**config.mk**
```make
export PLATFORM = sky130hd
export DESIGN_NAME = regfile_write_ctrl
export DESIGN_NICKNAME = d
export VERILOG_FILES = /design/src/rtl/regfile_write_ctrl.sv
export SDC_FILE = /design/constraint.sdc
export NUM_CORES = 1
export LEC_CHECK = 0
export ABC_CLOCK_PERIOD_IN_PS = 2600
export BUFFER_PORTS_ARGS = -buffer_cell sky130_fd_sc_hd__buf_4
export CELL_PAD_IN_SITES_DETAIL_PLACEMENT = 1
export CELL_PAD_IN_SITES_GLOBAL_PLACEMENT = 1
export CORE_MARGIN = 5
export CORE_UTILIZATION = 25
export CTS_CLUSTER_SIZE = 16
export DETAILED_ROUTE_END_ITERATION = 8
export PLACE_DENSITY_LB_ADDON = 0.15
export SETUP_SLACK_MARGIN = 0.5
export SLEW_MARGIN = 10
export SYNTH_ARGS = -nofsm -noshare
export SYNTH_HDL_FRONTEND = slang
export SYNTH_SLANG_ARGS = --single-unit
```
**constraint.sdc**
```tcl
create_clock -name clk -period 2.6 [get_ports clk]
set_input_delay 0.52 -clock clk [delete_from_list [all_inputs] [get_ports clk]]
set_output_delay 0.52 -clock clk [all_outputs]
set_load 0.05 [all_outputs]
```
**src/rtl/regfile_write_ctrl.sv**
```systemverilog
// Register-file write-port controller: ALU/MDU arbitration onto one write port,
// an in-order MDU result buffer, and a pending-write scoreboard that drives the decode stall.
module regfile_write_ctrl #(
    parameter int FIFO_DEPTH = 2,
    parameter int NUM_REGS   = 32,
    parameter int XLEN       = 32,
    localparam int AW        = $clog2(NUM_REGS)
) (
    input  logic            clk,
    input  logic            rst,
    input  logic            alu_valid,
    input  logic [AW-1:0]   alu_rd,
    input  logic [XLEN-1:0] alu_data,
    input  logic            mdu_issue,
    input  logic [AW-1:0]   mdu_issue_rd,
    input  logic            mdu_valid,
    output logic            mdu_ready,
    input  logic [AW-1:0]   mdu_rd,
    input  logic [XLEN-1:0] mdu_data,
    input  logic [AW-1:0]   dec_rs1,
    input  logic [AW-1:0]   dec_rs2,
    input  logic [AW-1:0]   dec_rd,
    output logic            hazard_stall,
    output logic            rf_we,
    output logic [AW-1:0]   rf_waddr,
    output logic [XLEN-1:0] rf_wdata,
    output logic            busy
);
    localparam int PW = (FIFO_DEPTH > 1) ? $clog2(FIFO_DEPTH) : 1;
    localparam int CW = $clog2(FIFO_DEPTH + 1);

    typedef struct packed {
        logic [AW-1:0]   rd;
        logic [XLEN-1:0] data;
    } wr_req_t;

    wr_req_t             fifo_mem [FIFO_DEPTH];
    wr_req_t             head;
    logic [PW-1:0]       wr_ptr, rd_ptr;
    logic [CW-1:0]       count;
    logic [NUM_REGS-1:0] pending, pend_set, pend_clr;
    logic                push, pop;

    function automatic logic [PW-1:0] ptr_inc(input logic [PW-1:0] p);
        return (p == PW'(FIFO_DEPTH - 1)) ? '0 : p + 1'b1;
    endfunction

    // ALU has fixed priority; the buffered MDU head only drains on ALU-idle cycles.
    assign mdu_ready = (count < CW'(FIFO_DEPTH)) && !rst;
    assign push      = mdu_valid && mdu_ready;
    assign pop       = !alu_valid && (count != '0);
    assign head      = fifo_mem[rd_ptr];

    always_ff @(posedge clk) begin
        if (push)
            fifo_mem[wr_ptr] <= '{rd: mdu_rd, data: mdu_data};
    end

    always_ff @(posedge clk or posedge rst) begin
        if (rst) begin
            wr_ptr <= '0;
            rd_ptr <= '0;
            count  <= '0;
        end else begin
            if (push) wr_ptr <= ptr_inc(wr_ptr);
            if (pop)  rd_ptr <= ptr_inc(rd_ptr);
            case ({push, pop})
                2'b10:   count <= count + 1'b1;
                2'b01:   count <= count - 1'b1;
                default: count <= count;
            endcase
        end
    end

    // Set is applied after clear so a re-issue in the pop cycle keeps the register pending.
    always_comb begin
        pend_set = '0;
        pend_clr = '0;
        if (mdu_issue && mdu_issue_rd != '0) pend_set[mdu_issue_rd] = 1'b1;
        if (pop && head.rd != '0)            pend_clr[head.rd]      = 1'b1;
    end

    always_ff @(posedge clk or posedge rst) begin
        if (rst) pending <= '0;
        else     pending <= (pending & ~pend_clr) | pend_set;
    end

    always_ff @(posedge clk or posedge rst) begin
        if (rst) begin
            rf_we    <= 1'b0;
            rf_waddr <= '0;
            rf_wdata <= '0;
        end else if (alu_valid) begin
            rf_we    <= (alu_rd != '0);
            rf_waddr <= alu_rd;
            rf_wdata <= alu_data;
        end else if (pop) begin
            rf_we    <= (head.rd != '0);
            rf_waddr <= head.rd;
            rf_wdata <= head.data;
        end else begin
            rf_we    <= 1'b0;
        end
    end

    assign hazard_stall = (pending[dec_rs1] && dec_rs1 != '0)
                       || (pending[dec_rs2] && dec_rs2 != '0)
                       || (pending[dec_rd]  && dec_rd  != '0);

    assign busy = (count != '0) || (|pending);

    // An MDU result must target a register that was issued (x0 results are discarded anyway).
    mdu_rd_pending: assert property (@(posedge clk) disable iff (rst)
        (push && mdu_rd != '0) |-> pending[mdu_rd]);

endmodule

```
# Word-level counts from Yosys, hierarchy flattened
# Memories as Yosys holds them, arrays and structs flattened.
# Index checks and enable logic that the tools add are counted.
# W data, S select, Z words.
[word_totals]
regBits = 74
mem_bits_rw = 74
inputBits = 99
out_inout_bits = 41
word_cells = 73
n_memories = 1
[classes]
n_addsub = 4
magnitude_cmp = 8
n_eq_ne = 2
n_mux = 23
bitwise = 3
n_reduce_logical = 25
[memory_table]
columns = ["name", "words", "word_bits", "rd", "rd_clocked_by_memory_dff", "wr", "line_no", "rtl"]
rows = [
  ["fifo_mem", 2, 37, 1, 0, 1, "37", "wr_req_t fifo_mem [FIFO_DEPTH];"],
]
[ops]
columns = ["operator", "n"]
rows = [
  ["$mux W32", 4],
  ["$and A32 B32 Y32", 1],
  ["$not A32 Y32", 1],
  ["$or A32 B32 Y32", 1],
  ["$reduce_or A32 Y1", 1],
  ["$lt A5 B6 Y1 const B", 5],
  ["$reduce_bool A5 Y1", 6],
  ["$bmux W1 S5", 3],
  ["$mux W1", 11],
  ["$demux W1 S5", 2],
  ["$ge A5 B1 Y1 const B", 2],
  ["$logic_and A1 B1 Y1", 10],
  ["$mux W5", 2],
  ["$reduce_bool A2 Y1", 3],
  ["$pmux W2 S2", 1],
  ["$logic_or A1 B1 Y1", 3],
  ["$add A1 B1 Y1 const B", 2],
  ["$add A2 B1 Y2 const B", 1],
  ["$eq A2 B1 Y1 const B", 1],
  ["$eq A2 B2 Y1 const B", 1],
  ["$logic_not A1 Y1", 2],
  ["$lt A2 B2 Y1 const B", 1],
  ["$sub A2 B1 Y2 const B", 1],
]

# Logic depth before layout (Yosys ltp)
# Gate-level depths: netlist of the first run.
# An unclocked memory read counts as a cell.
[logic_depth]
depth_word = 9
ltp_mapped = 6
depth_no_buf = 6

# Worst setup path before layout of the first run
# OpenSTA, ideal clock, no wires.
[synth_path]
kind = "input -> register"
start = "input port rst"
end = "memory fifo_mem[0][0] (netlist bit) (enable)"
setup_ns = 0.431
arrival_ns = 3.072
required_ns = 2.169
setup_slack_ns = -0.903
stages = 3
path_buffers = 0
path_cell_list = "nor2_1 > nand2_1 > nor2_1"
[synth_via]
elab_chain_cells = 5
[synth_lines]
columns = ["element", "line_no", "rtl"]
rows = [
  ["from (decl)", "10", "input logic rst,"],
  ["$logic_not A1 Y1 (no source line)", "--", ""],
  ["$logic_and A1 B1 Y1", "49", "assign mdu_ready = (count < CW'(FIFO_DEPTH)) && !rst;"],
  ["$logic_and A1 B1 Y1", "50", "assign push = mdu_valid && mdu_ready;"],
  ["$mux W1", "55", "if (push)"],
  ["$mux W1 (not written as such)", "56", "fifo_mem[wr_ptr] <= '{rd: mdu_rd, data: mdu_data};"],
  ["to (decl)", "37", ""],
]
# No other way between the ends.

# Worst setup path after layout of the first run
[layout_path]
start = "register pending[19]"
end = "output port hazard_stall"
[layout_via]
elab_chain_cells = 5
word_cells_on_any_way = 11
cone_classes = "6 x mux; 5 x reduce/logical"
[layout_lines]
columns = ["element", "line_no", "rtl"]
rows = [
  ["from (decl)", "41", "logic [NUM_REGS-1:0] pending, pend_set, pend_clr;"],
  ["from (signal assigned)", "85", "else pending <= (pending & ~pend_clr) | pend_set;"],
  ["$bmux W1 S5 (on tied branches)", "106, 107", ""],
  ["$mux W1 (on tied branches)", "106, 107", ""],
  ["$logic_and A1 B1 Y1 (on tied branches)", "106, 107", ""],
  ["$logic_or A1 B1 Y1", "107", "|| (pending[dec_rs2] && dec_rs2 != '0)"],
  ["$logic_or A1 B1 Y1 *", "108", "|| (pending[dec_rd] && dec_rd != '0);"],
  ["to (decl)", "23", "output logic hazard_stall,"],
]
# Mark *: on every way between the ends. The rest lies on a longest branch, timed or not. The select of a mux whose other input is x is not followed.

==> results of run 1 <==
==> metrics by stage <==
stage | TNS [ps] | worst slack (ps)
global route | -495 | -456
CTS | -406 | -406
detailed placement | -271 | -271
finish | -373 | -373
floorplan | -88.8 | -88.8
global placement | -270 | -270
==> worst max-delay path, stage by stage, from the launching register on <==
cell	delay, ps
dfrtp_2	440
mux4_2	450
mux4_2	510
a2111oi_4	360
nand3_4	100
buf_6	170
==> area by class of cell <==
type | instances | area share (%)
Sequential cell | 148 | 45.3
Inverter | 4 | 0.209
Clock buffer | 17 | 4.73
Clock inverter | 15 | 1.61
Multi-Input combinational cell | 379 | 28.7
Timing Repair Buffer | 169 | 14.6
Tap cell | 341 | 4.74
==> cell usage in the layout (no fill, tap or decap), types with 2 or more instances in the layout <==
cell type / n
mux2_2: 5
nor2_1: 37
a21oi_1: 33
mux4_2: 16
nor3b_1: 2
nand3_1: 10
dfrtp_1: 71
clkinvlp_4: 5
nand4_1: 3
buf_12: 3
clkbuf_16: 17
buf_4: 163
buf_6: 3
nor2_4: 3
inv_8: 2
a2111oi_0: 2
mux2i_1: 45
inv_1: 3
nand2_1: 56
nor4_1: 5
nand2b_1: 4
nand3b_1: 2
nor3_1: 2
o21ai_0: 106
dfrtp_2: 2
o211ai_1: 2
a221oi_1: 2
clkinv_4: 2
inv_6: 4
mux2i_2: 3
nor4_2: 2
or4_1: 2
or3_1: 3
nor2b_1: 8
clkinv_2: 2
edfxtp_1: 74
xor2_1: 2
xnor2_1: 3
==> repair_timing <==
item | 4_1_cts | 5_1_grt
buffers inserted | 0 | 1
gates resized for setup | 3 | 13
setup endpoints to repair | 2 | 26
pin swaps | 0 | 3
==> cell families after synthesis <==
logic type / count (synthesis) / synth area share [%]
AOI/OAI and AO/OA: 152 / 12.0
and+or+nand+nor: 151 / 10.4
DFF: 148 / 60.8
muxes: 70 / 14.0
buffers and inverters: 32 / 1.98
xor gates and xnor gates: 5 / 0.654
adders and majority gates: 1 / 0.187
==> layer usage <==
metal / vias to the layer above / global-route usage, %
met2: 135 / 23.8
met1: 2593 / 16.9
li1: 2400 / -
met5: - / 0
met3: 19 / 5.02
met4: 0 / 3.43
==> power breakdown <==
group,total [W],switching (W),internal [W]
Sequential,0.00359,0.000537,0.00305
Clock,0.00238,0.00104,0.00134
Combinational,0.00365,0.00218,0.00147
Total,0.00962,0.00376,0.00587
==> worst paths after layout <==
kind,slack (ps),endpoint,depth (start not counted)
setup / recovery,-370,hazard_stall,5
hold / removal,220,rf_wdata[12],2
setup reg to reg,660,pending[31],5
hold reg to reg,460,pending[0],0
max in group asynchronous,1680,rd_ptr,3
min in group clk,280,fifo_mem[0][29],1
==> flip-flops by register name, summed over array words and instances, names as in the netlist <==
register	count
rd_ptr	1
rf_we	1
count	2
rf_waddr	5
fifo_mem	74
pending	32
wr_ptr	1
rf_wdata	32
==> out/metrics.csv, run 1 <==
metric,value,unit
synth.most_common_cell,o21ai_0,
num_vias,5147,
total_leakage_power,3.60,nW
max_freq,336,MHz
stdcell_area,0.00900,mm²
fin_nets,819,
ios,140,
r2r_start,rd_ptr,
ant_nets,0,
cp_data_arrival_time,2450,ps
yosysUniqueCellTypes,44,
grt_use_total,14.0,%
htree_levels,4,
cts_tree,yes,
place_area,0.00835,mm²
synthTopCellsByCount,"o21ai_0, dfrtp_1, edfxtp_1",
synth_cells,559,
place_congestion,0.837,
clock_path_buffers,2,
worstMarginPinSlew,788,ps
yosysTopAreaCellShare,33.2,%
slew_headroom,46.1,%
worstSetupPathType,register to primary output,
cp_max_fo,5,
fin_util,33.8,%
via_per_inst,4.80,
area_delta_synth_final,34.3,%
wl_per_cell,19.2,µm
dp_cells,1040,
synth_top_cell_by_area,edfxtp_1,
synth_edf_count,74,
synth_top_cells_by_area,"edfxtp_1, dfrtp_1, o21ai_0, mux2i_1, mux4_2",
peakVddDrop,0.472,mV
finalHoldViolCount,0,
start_util,25.1,%
fin_hold_ws,223,ps
regArea,0.00408,mm²
rows,60,
fp.coreArea,0.0267,mm²
clk_latency,420,ps
fin_ws,-373,ps
synth_ff_type,edfxtp_1,
wl_met3,1330,µm
num_antenna_cells,0,
drcViolationCount,0,
syn_nets,659,
firstDrtPassIters,4,
syn_area_per_cell,12.0,µm²
hp-class,primary input to async pin,
p_total,0.00962,W
grt_overflow_total,0,
drive_above_1_share,33.1,%
fin_skew,10.2,ps
finalNonFillerCells,1073,
multiInputGateArea,0.00259,mm²
required,2080,ps
status,"complete, but fails checks",
clk_pin_slew,70,ps
yosysSeqAreaShare,60.8,%
grt_pass1_wl,32900,µm
start_kind,register,
tritoncts.num_buffers,17,
wl_met2,10400,µm
startpoint,pending[19],
die_w,174,µm
violations,negative setup slack,
n_fill_cell,2933,
dieArea,0.0302,mm²
grt_max_degree,68,
antenna_found_initial,0,
ys_ff_latch,148,
grt_pass1_vias,5817,
ctsHoldBuffers,0,
met1Wirelength,8600,µm
top_layer_used,met4,
routed_wl,20600,µm
slew_violations,0,
cts_sinks,148,
dp_hpwl,15500,µm
drt_iter0_markers,235,
cts_root_buf,clkbuf_16,
setup_violations,1,
powerDensity,1070,mW/mm²
yosys_warnings,0,
period_minus_slack,2970,ps
syn_area,0.00670,mm²
end_kind,primary output,
min_period_over_period,114,%
cap_violations,0,
ys_async_sr_fraction,50.0,%
die_h,174,µm
portBuffers,139,
rsz0062_at_grt,yes,
Power figures use the tool's default switching activity.
==> inputs of run 2 (changes only) <==
--- a/config.mk
+++ b/config.mk
@@ -9,6 +9,7 @@
 export BUFFER_PORTS_ARGS = -buffer_cell sky130_fd_sc_hd__buf_4
 export CELL_PAD_IN_SITES_DETAIL_PLACEMENT = 1
 export CELL_PAD_IN_SITES_GLOBAL_PLACEMENT = 1
+export CORE_ASPECT_RATIO = 1.1
 export CORE_MARGIN = 5
 export CORE_UTILIZATION = 25
 export CTS_CLUSTER_SIZE = 16
==> run 2 against run 1 <==
Effect of this change: the flow still finishes with violations (negative setup slack); final cell count up 1.6%; count of clock-buffer cells in the layout did not move; global-route usage down 0.12 points; highest routed layer unchanged.
==> out/metrics.csv, run 2 (synthesis results as in run 1) <==
metric,value,unit,change
status,"complete, but fails checks",,
violations,negative setup slack,,
ios,140,,unchanged
ctsHoldBuffers,0,,unchanged
n_fill_cell,2857,,-2.6%
worstSetupPathType,register to primary output,,
layout_commonest_cell,buf_4,,
min_period_over_period,114,%,about the same
place_congestion,0.840,,+0.27%
dp_cells,1055,,+1.4%
fin_ws,-374,ps,-1.32 ps
reg_top3,"fifo_mem x74, pending x32, rf_wdata x32",,
r2r_slack,680,ps,+20 ps
max_freq,336,MHz,about the same
via_per_inst,4.70,,-2.1%
rsz0062_at_grt,yes,,
slew_headroom,47.0,%,+0.89 points
fp.coreArea,0.0263,mm²,-1.3%
total_leakage_power,3.66,nW,+1.6%
cts_sinks,148,,unchanged
firstDrtPassIters,4,,unchanged
num_vias,5119,,-0.54%
hp-class,primary input to async pin,,
r2r_start,rd_ptr,,
grt_overflow_total,0,,unchanged
tritoncts.num_buffers,17,,unchanged
die_w,166,µm,-4.4%
period_minus_slack,2970,ps,+1.32 ps
wl_per_cell,19.1,µm,-0.61%
largest_reg_flops,74,,unchanged
fin_tns_setup,-395,ps,-22.6 ps
peakVddDrop,0.569,mV,+21%
fin_nets,825,,+0.73%
drive_above_1_share,33.3,%,+0.27 points
path_cells,mux4_2 > mux4_2 > a2111oi_4 > nand3_4 > buf_6,,
slew_violations,0,,unchanged
antenna_found_initial,0,,unchanged
required,2080,ps,about the same
clock_path_buffers,2,,unchanged
cts_root_buf,clkbuf_16,,
clk_latency,420,ps,about the same
rows,62,,+3.3%
crit_slowest_cell,mux4_2,,
drt_iter0_markers,186,,-21%
routed_wl,20800,µm,+0.96%
num_antenna_cells,0,,unchanged
finalNonFillerCells,1090,,+1.6%
grt_pass1_wl,32700,µm,-0.59%
drcViolationCount,0,,unchanged
worstMarginPinSlew,775,ps,-13.0 ps
dieArea,0.0302,mm²,about the same
finalHoldViolCount,0,,unchanged
start_util,25.5,%,+0.34 points
cap_violations,0,,unchanged
start_kind,register,,
path_common_cell,mux4_2,,
ant_nets,0,,unchanged
fin_util,34.5,%,+0.68 points
fin_skew,8.72,ps,-1.50 ps
grt_use_total,13.8,%,-0.12 points
setup_violations,2,,+1
cp_max_fo,2,,-3
slowest_delay,520,ps,about the same
cts_tree,yes,,
dp_hpwl,15700,µm,+1.5%
powerDensity,1070,mW/mm²,-0.11%
worst_path_dominant_cell_family,multiplexers,,
htree_levels,4,,unchanged
fin_hold_ws,182,ps,-41.1 ps
ff2ff_path_depth,4,,-1
reg2reg_to,pending[24],,
cp_data_arrival_time,2450,ps,about the same
crit_buf_inv,1,,unchanged
end_kind,primary output,,
clk_pin_slew,70,ps,about the same
mostFrequentLayoutCells,"buf_4, o21ai_0, edfxtp_1",,
area_delta_synth_final,35.2,%,
top_register,fifo_mem,,
grt_max_degree,73,,+7.4%
portBuffers,139,,unchanged
grt_pass1_vias,5802,,-0.26%
die_h,182,µm,+4.6%
## run 2: worst register-to-register path: cells and delay by family, from the launching register on
kind	cells	cell delay, ps
flip-flops	1	610
AND/OR/NAND/NOR	1	330
multiplexers	1	430
AO/OA/AOI/OAI	2	410
## run 2: worst max path at each step
stage          cells after the start      endpoint        start
2_1_floorplan                      5  hazard_stall   dec_rs2[1]
3_3_place_gp                       6  hazard_stall   dec_rs2[1]
3_5_place_dp                       6  hazard_stall   dec_rs2[1]
4_1_cts                            5  hazard_stall  pending[16]
5_1_grt                            5  hazard_stall  pending[30]
6_report                           5  hazard_stall  pending[16]
## run 2: timing repair
item | CTS | global route
endpoints found under the hold margin | 0 | 0
pin swaps | 4 | 4
endpoints found under the setup margin | 18 | 5
resized for setup | 9 | 8
buffers inserted | 3 | 0
## run 2: report_power, final
part / internal [W] / switching, W
registers: 0.00305 / 0.000513
logic: 0.00153 / 0.00225
clock network: 0.00127 / 0.00107
## run 2: layout make-up
type / instances / area, µm² / share of cell area, %
clock inverters: 15 / 139 / 1.53
flip-flops and latches: 148 / 4080 / 45.0
clock buffers: 17 / 425 / 4.70
repair buffers: 175 / 1360 / 15.0
inverters: 4 / 18.8 / 0.207
well taps: 352 / 440 / 4.86
multi-input cells: 379 / 2600 / 28.7
## run 2: stage by stage
step / cell area [µm²] / power, W / worst slack (ps)
after floorplan: 6750 / 0.00579 / -88.8
after global placement: 8390 / 0.00720 / -270
after detailed placement: 8390 / 0.00728 / -284
after CTS: 9010 / 0.00975 / -444
after global routing: 9060 / 0.0103 / -429
final: 9060 / 0.00967 / -374
## run 2: metal layers
layer	GRT usage [%]	wire length, µm	share of wire (%)
met2	23.8	10400	50
met1	16.0	8630	41
met3	5.18	1480	7.1
met5	0	0	0
met4	4.55	312	1.5
